### src/rtl/crc_frame_engine_pkg.sv
// crc_pkg: definitions shared by the CRC frame engine files.
//   state_t          - frame FSM states (IDLE, ACCUM, RESULT)
//   CRC32_*          - CRC-32 (IEEE 802.3) polynomial, init, xorout and the
//                      raw register value left by a frame that carries its own CRC
//   CRC16_*          - CRC-16/CCITT-FALSE polynomial, init, xorout
package crc_pkg;

    typedef enum logic [1:0] {
        IDLE   = 2'd0,
        ACCUM  = 2'd1,
        RESULT = 2'd2
    } state_t;

    localparam logic [31:0] CRC32_POLY    = 32'h04C11DB7;
    localparam logic [31:0] CRC32_INIT    = 32'hFFFFFFFF;
    localparam logic [31:0] CRC32_XOROUT  = 32'hFFFFFFFF;
    localparam logic [31:0] CRC32_RESIDUE = 32'hC704DD7B;

    localparam logic [15:0] CRC16_POLY    = 16'h1021;
    localparam logic [15:0] CRC16_INIT    = 16'hFFFF;
    localparam logic [15:0] CRC16_XOROUT  = 16'h0000;

endpackage

### src/rtl/crc_frame_engine_if.sv
// crc_frame_engine_if: beat input stream and result output of the CRC engine.
//   s_valid/s_ready/s_data/s_keep/s_last - input beats, byte 0 = s_data[7:0]
//   m_valid/m_ready/m_crc/m_ok           - frame result
// Modports: slave (the engine), master (the block feeding and draining it).
interface crc_frame_engine_if #(
    parameter int DATA_BYTES = 1,
    parameter int CRC_W      = 32
);
    logic                    s_valid;
    logic                    s_ready;
    logic [8*DATA_BYTES-1:0] s_data;
    logic [DATA_BYTES-1:0]   s_keep;
    logic                    s_last;
    logic                    m_valid;
    logic                    m_ready;
    logic [CRC_W-1:0]        m_crc;
    logic                    m_ok;

    modport slave (
        input  s_valid, s_data, s_keep, s_last, m_ready,
        output s_ready, m_valid, m_crc, m_ok
    );

    modport master (
        output s_valid, s_data, s_keep, s_last, m_ready,
        input  s_ready, m_valid, m_crc, m_ok
    );
endinterface

### src/rtl/crc_byte_step.sv
// crc_byte_step: combinational update of an MSB-first CRC register by one byte.
//   crc_in  - register before the byte
//   data    - byte to absorb (LSB first when REFIN != 0, else MSB first)
//   crc_out - register after eight shift/conditional-XOR steps
module crc_byte_step #(
    parameter int          CRC_W = 32,
    parameter logic [31:0] POLY  = 32'h04C11DB7,
    parameter int          REFIN = 1
) (
    input  logic [CRC_W-1:0] crc_in,
    input  logic [7:0]       data,
    output logic [CRC_W-1:0] crc_out
);
    localparam logic [CRC_W-1:0] POLY_W = POLY[CRC_W-1:0];

    always_comb begin
        logic [CRC_W-1:0] c;
        logic             in_bit;
        logic             fb;
        // NOTE: every variable written here gets a value before any branch,
        // so no path leaves one holding its old value (that would be a latch).
        c      = crc_in;
        in_bit = 1'b0;
        fb     = 1'b0;
        for (int i = 0; i < 8; i++) begin
            in_bit = (REFIN != 0) ? data[i] : data[7-i];
            fb     = c[CRC_W-1] ^ in_bit;
            c      = {c[CRC_W-2:0], 1'b0} ^ (fb ? POLY_W : '0);
        end
        crc_out = c;
    end
endmodule

### src/rtl/crc_frame_engine.sv
// crc_frame_engine: computes a parameterised CRC over framed byte beats.
//   clk     - rising-edge clock
//   reset   - asynchronous active-high reset; discards any partial frame
//   bus     - crc_frame_engine_if.slave: beats in (s_*), result out (m_*)
// Up to DATA_BYTES bytes are absorbed per beat; the result appears one cycle
// after the last beat and is held until m_ready.
// Build option: define CRC_FRAME_CHECK_EN to register m_ok (raw register ==
// RESIDUE); otherwise m_ok is tied low and no comparator is built.
module crc_frame_engine
    import crc_pkg::*;
#(
    parameter int          CRC_W      = 32,
    parameter logic [31:0] POLY       = CRC32_POLY,
    parameter logic [31:0] INIT       = CRC32_INIT,
    parameter logic [31:0] XOROUT     = CRC32_XOROUT,
    parameter int          REFIN      = 1,
    parameter int          REFOUT     = 1,
    parameter int          DATA_BYTES = 1,
    parameter logic [31:0] RESIDUE    = CRC32_RESIDUE
) (
    input  logic                 clk,
    input  logic                 reset,
    crc_frame_engine_if.slave    bus
);
    localparam logic [CRC_W-1:0] INIT_W   = INIT[CRC_W-1:0];
    localparam logic [CRC_W-1:0] XOROUT_W = XOROUT[CRC_W-1:0];

    state_t state, next_state;

    logic [CRC_W-1:0] raw;
    logic [CRC_W-1:0] m_crc_q;
    logic             live;      // low during reset and until the first clock after it
    logic             ready;
    logic             accept;

    logic [DATA_BYTES-1:0] run;  // byte k enabled and every byte below it enabled
    logic [CRC_W-1:0]      chain    [DATA_BYTES+1];
    logic [CRC_W-1:0]      step_out [DATA_BYTES];
    logic [CRC_W-1:0]      frame_raw;
    logic [CRC_W-1:0]      result_crc;

    assign ready  = live && (state != RESULT);
    assign accept = bus.s_valid && ready;

    // Bytes are enabled only as a contiguous run from byte 0; the first
    // cleared keep bit masks itself and everything above it.
    always_comb begin
        run    = '0;
        run[0] = bus.s_keep[0];
        for (int k = 1; k < DATA_BYTES; k++) begin
            run[k] = run[k-1] & bus.s_keep[k];
        end
    end

    assign chain[0] = raw;

    for (genvar k = 0; k < DATA_BYTES; k++) begin : g_step
        crc_byte_step #(
            .CRC_W (CRC_W),
            .POLY  (POLY),
            .REFIN (REFIN)
        ) u_step (
            .crc_in  (chain[k]),
            .data    (bus.s_data[8*k +: 8]),
            .crc_out (step_out[k])
        );
        assign chain[k+1] = run[k] ? step_out[k] : chain[k];
    end

    assign frame_raw = chain[DATA_BYTES];

    always_comb begin
        logic [CRC_W-1:0] refl;
        refl = '0;
        for (int i = 0; i < CRC_W; i++) begin
            refl[i] = frame_raw[CRC_W-1-i];
        end
        result_crc = ((REFOUT != 0) ? refl : frame_raw) ^ XOROUT_W;
    end

    // Frame FSM.
    always_ff @(posedge clk or posedge reset) begin
        // NOTE: registers are updated with <= so every flop samples the values
        // from before the edge, independent of statement order.
        if (reset) state <= IDLE;
        else       state <= next_state;
    end

    always_comb begin
        next_state = state;
        case (state)
            IDLE:    if (accept) next_state = bus.s_last ? RESULT : ACCUM;
            ACCUM:   if (accept && bus.s_last) next_state = RESULT;
            RESULT:  if (bus.m_ready) next_state = IDLE;
            default: next_state = IDLE;
        endcase
    end

    // CRC register and result capture.
    always_ff @(posedge clk or posedge reset) begin
        if (reset) begin
            raw     <= INIT_W;
            m_crc_q <= '0;
            live    <= 1'b0;
        end else begin
            live <= 1'b1;
            if (accept) begin
                raw <= frame_raw;
                if (bus.s_last) m_crc_q <= result_crc;
            end else if (state == RESULT && bus.m_ready) begin
                raw <= INIT_W;
            end
        end
    end

`ifdef CRC_FRAME_CHECK_EN
    logic m_ok_q;

    always_ff @(posedge clk or posedge reset) begin
        if (reset)                     m_ok_q <= 1'b0;
        else if (accept && bus.s_last) m_ok_q <= (frame_raw == RESIDUE[CRC_W-1:0]);
    end

    assign bus.m_ok = m_ok_q;
`else
    assign bus.m_ok = 1'b0;
`endif

    assign bus.s_ready = ready;
    assign bus.m_valid = (state == RESULT);
    assign bus.m_crc   = m_crc_q;

endmodule

### src/flat_wrapper.sv
// flat-port wrapper written by rule: the top's interface ports become plain ports
module crc_frame_engine_flat import crc_pkg::*;
#(
    parameter int          CRC_W      = 32,
    parameter logic [31:0] POLY       = CRC32_POLY,
    parameter logic [31:0] INIT       = CRC32_INIT,
    parameter logic [31:0] XOROUT     = CRC32_XOROUT,
    parameter int          REFIN      = 1,
    parameter int          REFOUT     = 1,
    parameter int          DATA_BYTES = 1,
    parameter logic [31:0] RESIDUE    = CRC32_RESIDUE
)
  (clk, reset, bus_s_valid, bus_s_data, bus_s_keep, bus_s_last, bus_m_ready, bus_s_ready, bus_m_valid, bus_m_crc, bus_m_ok);
  crc_frame_engine_if #(.DATA_BYTES(DATA_BYTES), .CRC_W(CRC_W)) bus_i ();
  input  logic clk;
  input  logic reset;
  input wire logic [$bits(bus_i.s_valid)-1:0] bus_s_valid;
  input wire logic [$bits(bus_i.s_data)-1:0] bus_s_data;
  input wire logic [$bits(bus_i.s_keep)-1:0] bus_s_keep;
  input wire logic [$bits(bus_i.s_last)-1:0] bus_s_last;
  input wire logic [$bits(bus_i.m_ready)-1:0] bus_m_ready;
  output wire logic [$bits(bus_i.s_ready)-1:0] bus_s_ready;
  output wire logic [$bits(bus_i.m_valid)-1:0] bus_m_valid;
  output wire logic [$bits(bus_i.m_crc)-1:0] bus_m_crc;
  output wire logic [$bits(bus_i.m_ok)-1:0] bus_m_ok;
  assign bus_i.s_valid = bus_s_valid;
  assign bus_i.s_data = bus_s_data;
  assign bus_i.s_keep = bus_s_keep;
  assign bus_i.s_last = bus_s_last;
  assign bus_i.m_ready = bus_m_ready;
  assign bus_s_ready = bus_i.s_ready;
  assign bus_m_valid = bus_i.m_valid;
  assign bus_m_crc = bus_i.m_crc;
  assign bus_m_ok = bus_i.m_ok;
  crc_frame_engine #(.CRC_W(CRC_W), .POLY(POLY), .INIT(INIT), .XOROUT(XOROUT), .REFIN(REFIN), .REFOUT(REFOUT), .DATA_BYTES(DATA_BYTES), .RESIDUE(RESIDUE)) u_core (.clk(clk), .reset(reset), .bus(bus_i));
endmodule
### config.mk
export PLATFORM = sky130hd
export DESIGN_NAME = crc_frame_engine_flat
export DESIGN_NICKNAME = d
export VERILOG_FILES = /design/src/rtl/crc_frame_engine_pkg.sv /design/src/rtl/crc_frame_engine_if.sv /design/src/rtl/crc_byte_step.sv /design/src/rtl/crc_frame_engine.sv /design/src/flat_wrapper.sv
export SDC_FILE = /design/constraint.sdc
export NUM_CORES = 1
export LEC_CHECK = 0
export CORE_MARGIN = 4
export CORE_UTILIZATION = 30
export CTS_CLUSTER_SIZE = 30
export DETAILED_ROUTE_END_ITERATION = 10
export PLACE_DENSITY = 0.56
export SLEW_MARGIN = 20
export SYNTH_ARGS = -nofsm -noshare
export SYNTH_HDL_FRONTEND = slang
export SYNTH_SLANG_ARGS = --single-unit
export TNS_END_PERCENT = 10
### constraint.sdc
create_clock -name clk -period 3.64 [get_ports clk]
set_input_delay 0.728 -clock clk [delete_from_list [all_inputs] [get_ports clk]]
set_output_delay 0.728 -clock clk [all_outputs]
set_load 0.03 [all_outputs]
==> results by group <==
CTS
  • Clock latency at the later pin of the worst-skew pair: 330 ps
  • Number of buffers created by CTS: 9
  • H-tree lvl count: 3
  • Clock Path Buffers: 2
  • Clock Tree Root: clkbuf_16
  • Post-CTS setup buffer count: 0
  • Clock transition at path regs: 50 ps
  • CTS Sinks: 67
  • Hold-fix buffers, CTS: 0
  • CTS tree: yes
  • Post-CTS sizing: 0

Global route
  • Pin count of the biggest net entering global routing: 68
  • GR Overflow Total: 0
  • GR Util All Layers: 13.4%
  • Vias in the first global route: 2666
  • Global-route wire length before repair: 14.9 mm
  • Initial antenna violation count: 0

Worst setup path
  • FF-to-FF Start: u_core.raw[31]$_DFFE_PP1P_
  • Setup crit start: bus_s_data[0]
  • Worst EP arrival: 2950 ps
  • Setup crit end kind: register
  • R2R setup slack: 1290 ps
  • Last element of the critical path: u_core.bus.m_crc[19]$_DFFE_PP0P_
  • Crit Path Category: in2reg
  • CP required: 3850 ps
  • Cells on worst reg2reg path: 6
  • Reg2Reg Capture Point: u_core.bus.m_crc[19]$_DFFE_PP0P_
  • Crit start category: input pin
  • Max Fanout on Critical Path: 6

Routing
  • Max layer used: met4
  • Routed Antenna Nets: 0
  • DRT Pass-1 Iters: 4
  • Met2 WL: 4.10 mm
  • Final wirelength: 8.85 mm
  • M1 WL: 4.19 mm
  • 1st-iter DRT viols: 133
  • Vias: 2556
  • DRC viols: 0
  • Post-DR vias/cell: 4.68
  • Wire per inst: 16.2 µm
  • Met3 routed WL: 429 µm

STA
  • Total negative slack: 0 ps
  • Worst-Margin Slew: 869 ps
  • Final Cycle Share: 75.2%
  • Tmin final: 2740 ps
  • Worst Skew: 5.79 ps
  • Max-slew headroom: 42.1%
  • Setup violations, final: 0
  • Maximum clock rate: 365 MHz
  • Slew Viols, Final: 0
  • RSZ-0062 raised after global routing: no
  • Hold Vio Cnt, Final: 0

Yosys
  • Primary FF master, synth: dfrtp_1
  • Seq/Total Area, Yosys: 47.1%
  • Post-synthesis mux area share: 4.08%
  • Post-synthesis compound-gate area fraction: 13.6%
  • Net Count, Synth: 362
  • Most common library cells after synthesis: nor2_1, xnor2_1, a21oi_1, dfrtp_1, dfstp_2
  • Leading area contributor after synthesis: dfrtp_1
  • Adder-cell share of the synthesized area: 0%
  • Cell count after synthesis: 348
  • Combinational family with the most area after synthesis: XOR/XNOR gates
  • Unique masters post-synth: 35
  • Share of the synthesized area in the top cell type: 24.0%
  • Synth Area in Simple Gates: 9.30%
  • Syn Std Cell Area: 3650 µm²
  • Number of synthesized flops with an enable pin: 0
  • Avg Inst Size Synth: 10.5 µm²
  • Xor/xnor cell area share of the yosys netlist: 23.3%
  • Top cells by area, synth: dfrtp_1, dfstp_2, xnor2_1
  • Yosys warns: 0
  • Ys async rst share: 100%
  • #FFs+latches synth: 67

Power
  • Worst vdd ir: 0.334 mV
  • Power Total: 5.77 mW
  • Lkg Pwr: 1.86 nW
  • PD cells: 1250 nW/µm²

Floorplanning
  • Core area: 12000 µm²
  • Starting Density: 30.5%
  • Row cnt: 40
  • Die ar.: 14000 µm²
  • IO Pins: 49
  • Height of the chip: 118 µm
  • Die width: 118 µm

Placement
  • Routability Congestion: 0.847
  • HPWL after DPL: 6.11 mm
  • DP Cell Count: 530
  • Buffers on Ports: 47

Finish
  • Diodes inserted: 0
  • Synth-to-Final Area Change: 26.8%
  • Final cell count without fillers: 546
  • Ratio of cells with drive above 1 in the final layout: 19.8%
  • Fin nets: 408
  • Fillers: 1173

Status
  • Status: finished, final reports clean

Worst hold path
  • Type of the most critical hold path: reg2reg

Flow run
  • Maxcap violations: 0
critical path, stage by stage:
cell	delay [ps]
clkdlybuf4s50_1	560
xor2_2	390
xnor3_2	590
xnor2_2	190
xnor2_1	220
nand2_1	80
a22o_1	190
through the flow:
step | cell area (µm²) | setup WS [ps] | hold WS, ps | utilization, %
6_report | 4630 | 902 | 478 | 38.7
5_1_grt | 4630 | 801 | 505 | 38.7
4_1_cts | 4630 | 926 | 482 | 38.7
3_5_place_dp | 4280 | 593 | 461 | 35.8
3_3_place_gp | 4280 | 672 | 455 | 35.8
2_1_floorplan | 3650 | 1280 | 434 | -
routing by layer:
metal | vias up | GRT usage (%)
met2 | 55 | 20.4
met1 | 1236 | 18.4
li1 | 1250 | -
met4 | 0 | 4.69
met5 | - | 0
met3 | 15 | 3.25
where the power goes:
| part | switching [mW] | internal, mW |
|---|---|---|
| sequential | 0.278 | 1.20 |
| combinational | 1.77 | 1.53 |
| clock | 0.320 | 0.674 |
cells in the final DEF, fill, tap and decap left out, types with 2 or more instances in the layout:
cell type	Yosys	routed
clkdlybuf4s50_1	0	47
nand2b_1	2	2
dfrtp_1	35	35
xor2_2	2	2
conb_1	2	2
nand2_1	31	31
mux2_2	7	7
a31oi_1	4	4
o22a_1	8	8
a21oi_1	40	40
mux2i_1	7	7
bufinv_16	0	2
xnor2_2	7	7
a22o_1	8	8
inv_1	3	2
xnor2_4	3	3
xor2_4	2	2
clkbuf_16	0	9
nor2_1	46	46
o21a_1	3	3
and2_1	3	3
clkbuf_8	0	4
buf_4	1	7
dfstp_2	32	32
xnor2_1	46	46
xor2_1	13	13
o21ai_0	16	16
cell type report:
class / instances / area [µm²] / share of cell area, %
multi-input cells: 259 / 1840 / 39.8
flip-flops and latches: 67 / 1720 / 37.1
repair buffers: 54 / 523 / 11.3
clock buffers: 13 / 280 / 6.06
well taps: 147 / 184 / 3.98
clock inverters: 3 / 67.6 / 1.46
inverters: 3 / 11.3 / 0.243
how the worst min path moves through the flow:
stage | start | end | cells past startpoint
2_1_floorplan | u_core.state[1]$_DFFE_PP0P_ | u_core.state[0]$_DFFE_PP0P_ | 1
3_3_place_gp | u_core.state[1]$_DFFE_PP0P_ | u_core.state[0]$_DFFE_PP0P_ | 1
3_5_place_dp | u_core.state[1]$_DFFE_PP0P_ | u_core.state[0]$_DFFE_PP0P_ | 1
4_1_cts | u_core.state[1]$_DFFE_PP0P_ | u_core.state[0]$_DFFE_PP0P_ | 1
5_1_grt | u_core.state[1]$_DFFE_PP0P_ | u_core.state[0]$_DFFE_PP0P_ | 1
6_report | u_core.bus.m_crc[16]$_DFFE_PP0P_ | u_core.bus.m_crc[16]$_DFFE_PP0P_ | 2
kinds of logic (layout without fill, tap and decap cells):
kind of cell	Yosys count	in the layout
xor+xnor	75	75
compound gates	83	83
simple gates	85	85
buf+inv	22	73
flops	67	67
mux	14	14
other cells	2	2
registers in the layout (all words and copies together) (netlist names):
name	count
u_core.raw	32
u_core.live	1
u_core.bus.m_crc	32
u_core.state	2
Power figures use the tool's default switching activity.
==> edit (same settings) <==
`CRC_W` is set to 32 in 4 places; all go to 28.
--- a/src/rtl/crc_frame_engine_if.sv
+++ b/src/rtl/crc_frame_engine_if.sv
@@ -5,5 +5,5 @@
 interface crc_frame_engine_if #(
     parameter int DATA_BYTES = 1,
-    parameter int CRC_W      = 32
+    parameter int CRC_W      = 28
 );
     logic                    s_valid;
--- a/src/rtl/crc_byte_step.sv
+++ b/src/rtl/crc_byte_step.sv
@@ -4,5 +4,5 @@
 //   crc_out - register after eight shift/conditional-XOR steps
 module crc_byte_step #(
-    parameter int          CRC_W = 32,
+    parameter int          CRC_W = 28,
     parameter logic [31:0] POLY  = 32'h04C11DB7,
     parameter int          REFIN = 1
--- a/src/rtl/crc_frame_engine.sv
+++ b/src/rtl/crc_frame_engine.sv
@@ -10,5 +10,5 @@
     import crc_pkg::*;
 #(
-    parameter int          CRC_W      = 32,
+    parameter int          CRC_W      = 28,
     parameter logic [31:0] POLY       = CRC32_POLY,
     parameter logic [31:0] INIT       = CRC32_INIT,
--- a/src/flat_wrapper.sv
+++ b/src/flat_wrapper.sv
@@ -2,5 +2,5 @@
 module crc_frame_engine_flat import crc_pkg::*;
 #(
-    parameter int          CRC_W      = 32,
+    parameter int          CRC_W      = 28,
     parameter logic [31:0] POLY       = CRC32_POLY,
     parameter logic [31:0] INIT       = CRC32_INIT,
Ports: changed (resized bus_m_crc); port bits go from 49 to 45. No check against the original RTL was run, so the function may have changed too.
==> edit against the original RTL <==
  * Register-to-register slack got worse by 0.09 ns
  * Wire length is 6.1% lower
  * First-iteration DRC count is 27% lower
  * Non-clock buffer count fell by 1
  * Utilization decreased by 0.12 points
  * Area after synthesis shrank 3.8%
  * Count of clock-buffer cells in the layout decreased by 3
  * Via count down 6.5%
  * Critical path depth down 1
  * Cell area is 4.8% lower
  * Sequential cell count down 8
  * Worst setup slack got worse by 0.16 ns
Power is left out: the tool's default activity adds up to more than one toggle a clock period on the data nets, which glitch-free logic cannot reach.
==> edit: results (changes against the original RTL) <==
- Outcome: finished clean (unchanged).
* Max-slew headroom: 53.05% (was 42.08%)
- The number of cells on the worst hold path was 1 (was 2).
- Met3 wirelength from detailed routing: 310 um (was 429 um)
* Number of distinct library cells after synthesis: 44 (was 35)
* Place WS: 0.4292 ns (was 0.5925 ns)
- The post-synthesis net count is 311 (was 362).
- The last weighted congestion value of the routability-driven placer came to 0.7949 (was 0.8466).
- Area contributors post-synth: sky130_fd_sc_hd__dfrtp_1 22%, sky130_fd_sc_hd__dfstp_2 21%, sky130_fd_sc_hd__xnor2_1 8.2% (was sky130_fd_sc_hd__dfrtp_1 24%, sky130_fd_sc_hd__dfstp_2 23%, sky130_fd_sc_hd__xnor2_1 11%)
- Total vias in the final route: 2391 (was 2556)
- The first-pass GRT wire length was 13650 um (was 14860 um).
- The sum of net half-perimeters after detailed placement was 5877 um (was 6111 um).
- Number of global-route vias before repair: 2535 (was 2666)
* Largest net degree at the start of global routing: 53 (was 68)
- Post-layout net count: 360 (was 408)
* Detailed-route wire length on metal 1: 3880 um (was 4185 um)
* Fraction of the mapped netlist area in compound gates: 11.56% (was 13.62%)
- The share of the synthesized netlist area taken by xor and xnor gates came to 26.54% (was 23.33%).
- Routed length on met2: 4040 um (was 4096 um)
- The maximum fanout along the worst path is 10 (was 6).
- Fraction of layout instances using a drive strength above 1: 23.43% (was 19.80%)
- Commonest cells post-synth: 33 x sky130_fd_sc_hd__xnor2_1, 31 x sky130_fd_sc_hd__dfrtp_1, 28 x sky130_fd_sc_hd__dfstp_2 (was 46 x sky130_fd_sc_hd__nor2_1, 46 x sky130_fd_sc_hd__xnor2_1, 40 x sky130_fd_sc_hd__a21oi_1)
- The combined global-route utilization of all metal layers was 13.27% (was 13.37%).
- Port Buf Inserts: 43 (was 47)
- The path depth of the worst reg2reg path is 5 (was 6).
[edit: cell types whose count changed in the layout (fill, tap and decap cells not counted), moves of 7 or more]
| cell | unedited run | this run |
|---|---|---|
| sky130_fd_sc_hd__a22o_1 | 8 | 1 |
| sky130_fd_sc_hd__mux2_2 | 7 | 16 |
| sky130_fd_sc_hd__nor2_1 | 46 | 11 |
| sky130_fd_sc_hd__xnor3_1 | 0 | 10 |
| sky130_fd_sc_hd__a21oi_1 | 40 | 13 |
| sky130_fd_sc_hd__nand3_1 | 0 | 7 |
| sky130_fd_sc_hd__xnor2_1 | 46 | 33 |
| sky130_fd_sc_hd__o22a_1 | 8 | 16 |
| sky130_fd_sc_hd__nand2_1 | 31 | 24 |
[edit: final cells by class]
| type | instances | area, sq um |
|---|---|---|
| Fill cell | 1155 | 7017 |
| Multi-Input combinational cell | 219 | 1919 |
| Sequential cell | 59 | 1511 |
| Timing Repair Buffer | 53 | 505.5 |
| Clock buffer | 10 | 239.0 |
| Tap cell | 143 | 178.9 |
| Clock inverter | 5 | 30.03 |
| Inverter | 4 | 17.52 |
[edit: worst paths after layout]
| check | from | endpoint | slack, ns |
|---|---|---|---|
| min in group asynchronous | reset | u_core.bus.m_crc[7]$_DFFE_PP0P_ | 0.86 |
| hold reg to reg | u_core.state[1]$_DFFE_PP0P_ | u_core.state[0]$_DFFE_PP0P_ | 0.46 |
| setup reg to reg | u_core.raw[21]$_DFFE_PP1P_ | u_core.bus.m_crc[26]$_DFFE_PP0P_ | 1.20 |
| hold / removal | u_core.state[1]$_DFFE_PP0P_ | u_core.state[0]$_DFFE_PP0P_ | 0.46 |
| max in group asynchronous | reset | u_core.bus.m_crc[18]$_DFFE_PP0P_ | 2.22 |
| setup / recovery | bus_s_data[0] | u_core.bus.m_crc[17]$_DFFE_PP0P_ | 0.74 |
[edit: per-stage QoR]
step | area, sq um | utilization, % | instances
after floorplan | 3507 | - | 297
after global placement | 4130 | 36.17 | 478
after detailed placement | 4133 | 36.19 | 478
after CTS | 4402 | 38.55 | 493
after global routing | 4402 | 38.55 | 493
final | 4402 | 38.55 | 493
[edit: logic make-up after synthesis]
group	after synthesis
DFF	59
xor gates and xnor gates	71
buffers and inverters	19
AOI/OAI and AO/OA	59
muxes	28
and+or+nand+nor	59
other	2
[edit: metal layers]
metal / vias to the layer above / track usage, %
met5: - / 0
met4: 0 / 4.176
met3: 7 / 3.005
met2: 46 / 21.48
met1: 1191 / 17.78
li1: 1147 / -
[edit: critical path: stages]
cell                              delay, ns
sky130_fd_sc_hd__clkdlybuf4s50_1       0.49
sky130_fd_sc_hd__xnor2_4               0.44
sky130_fd_sc_hd__xor3_2                0.64
sky130_fd_sc_hd__xnor2_1               0.35
sky130_fd_sc_hd__mux2i_1               0.16
sky130_fd_sc_hd__mux2_2                0.28
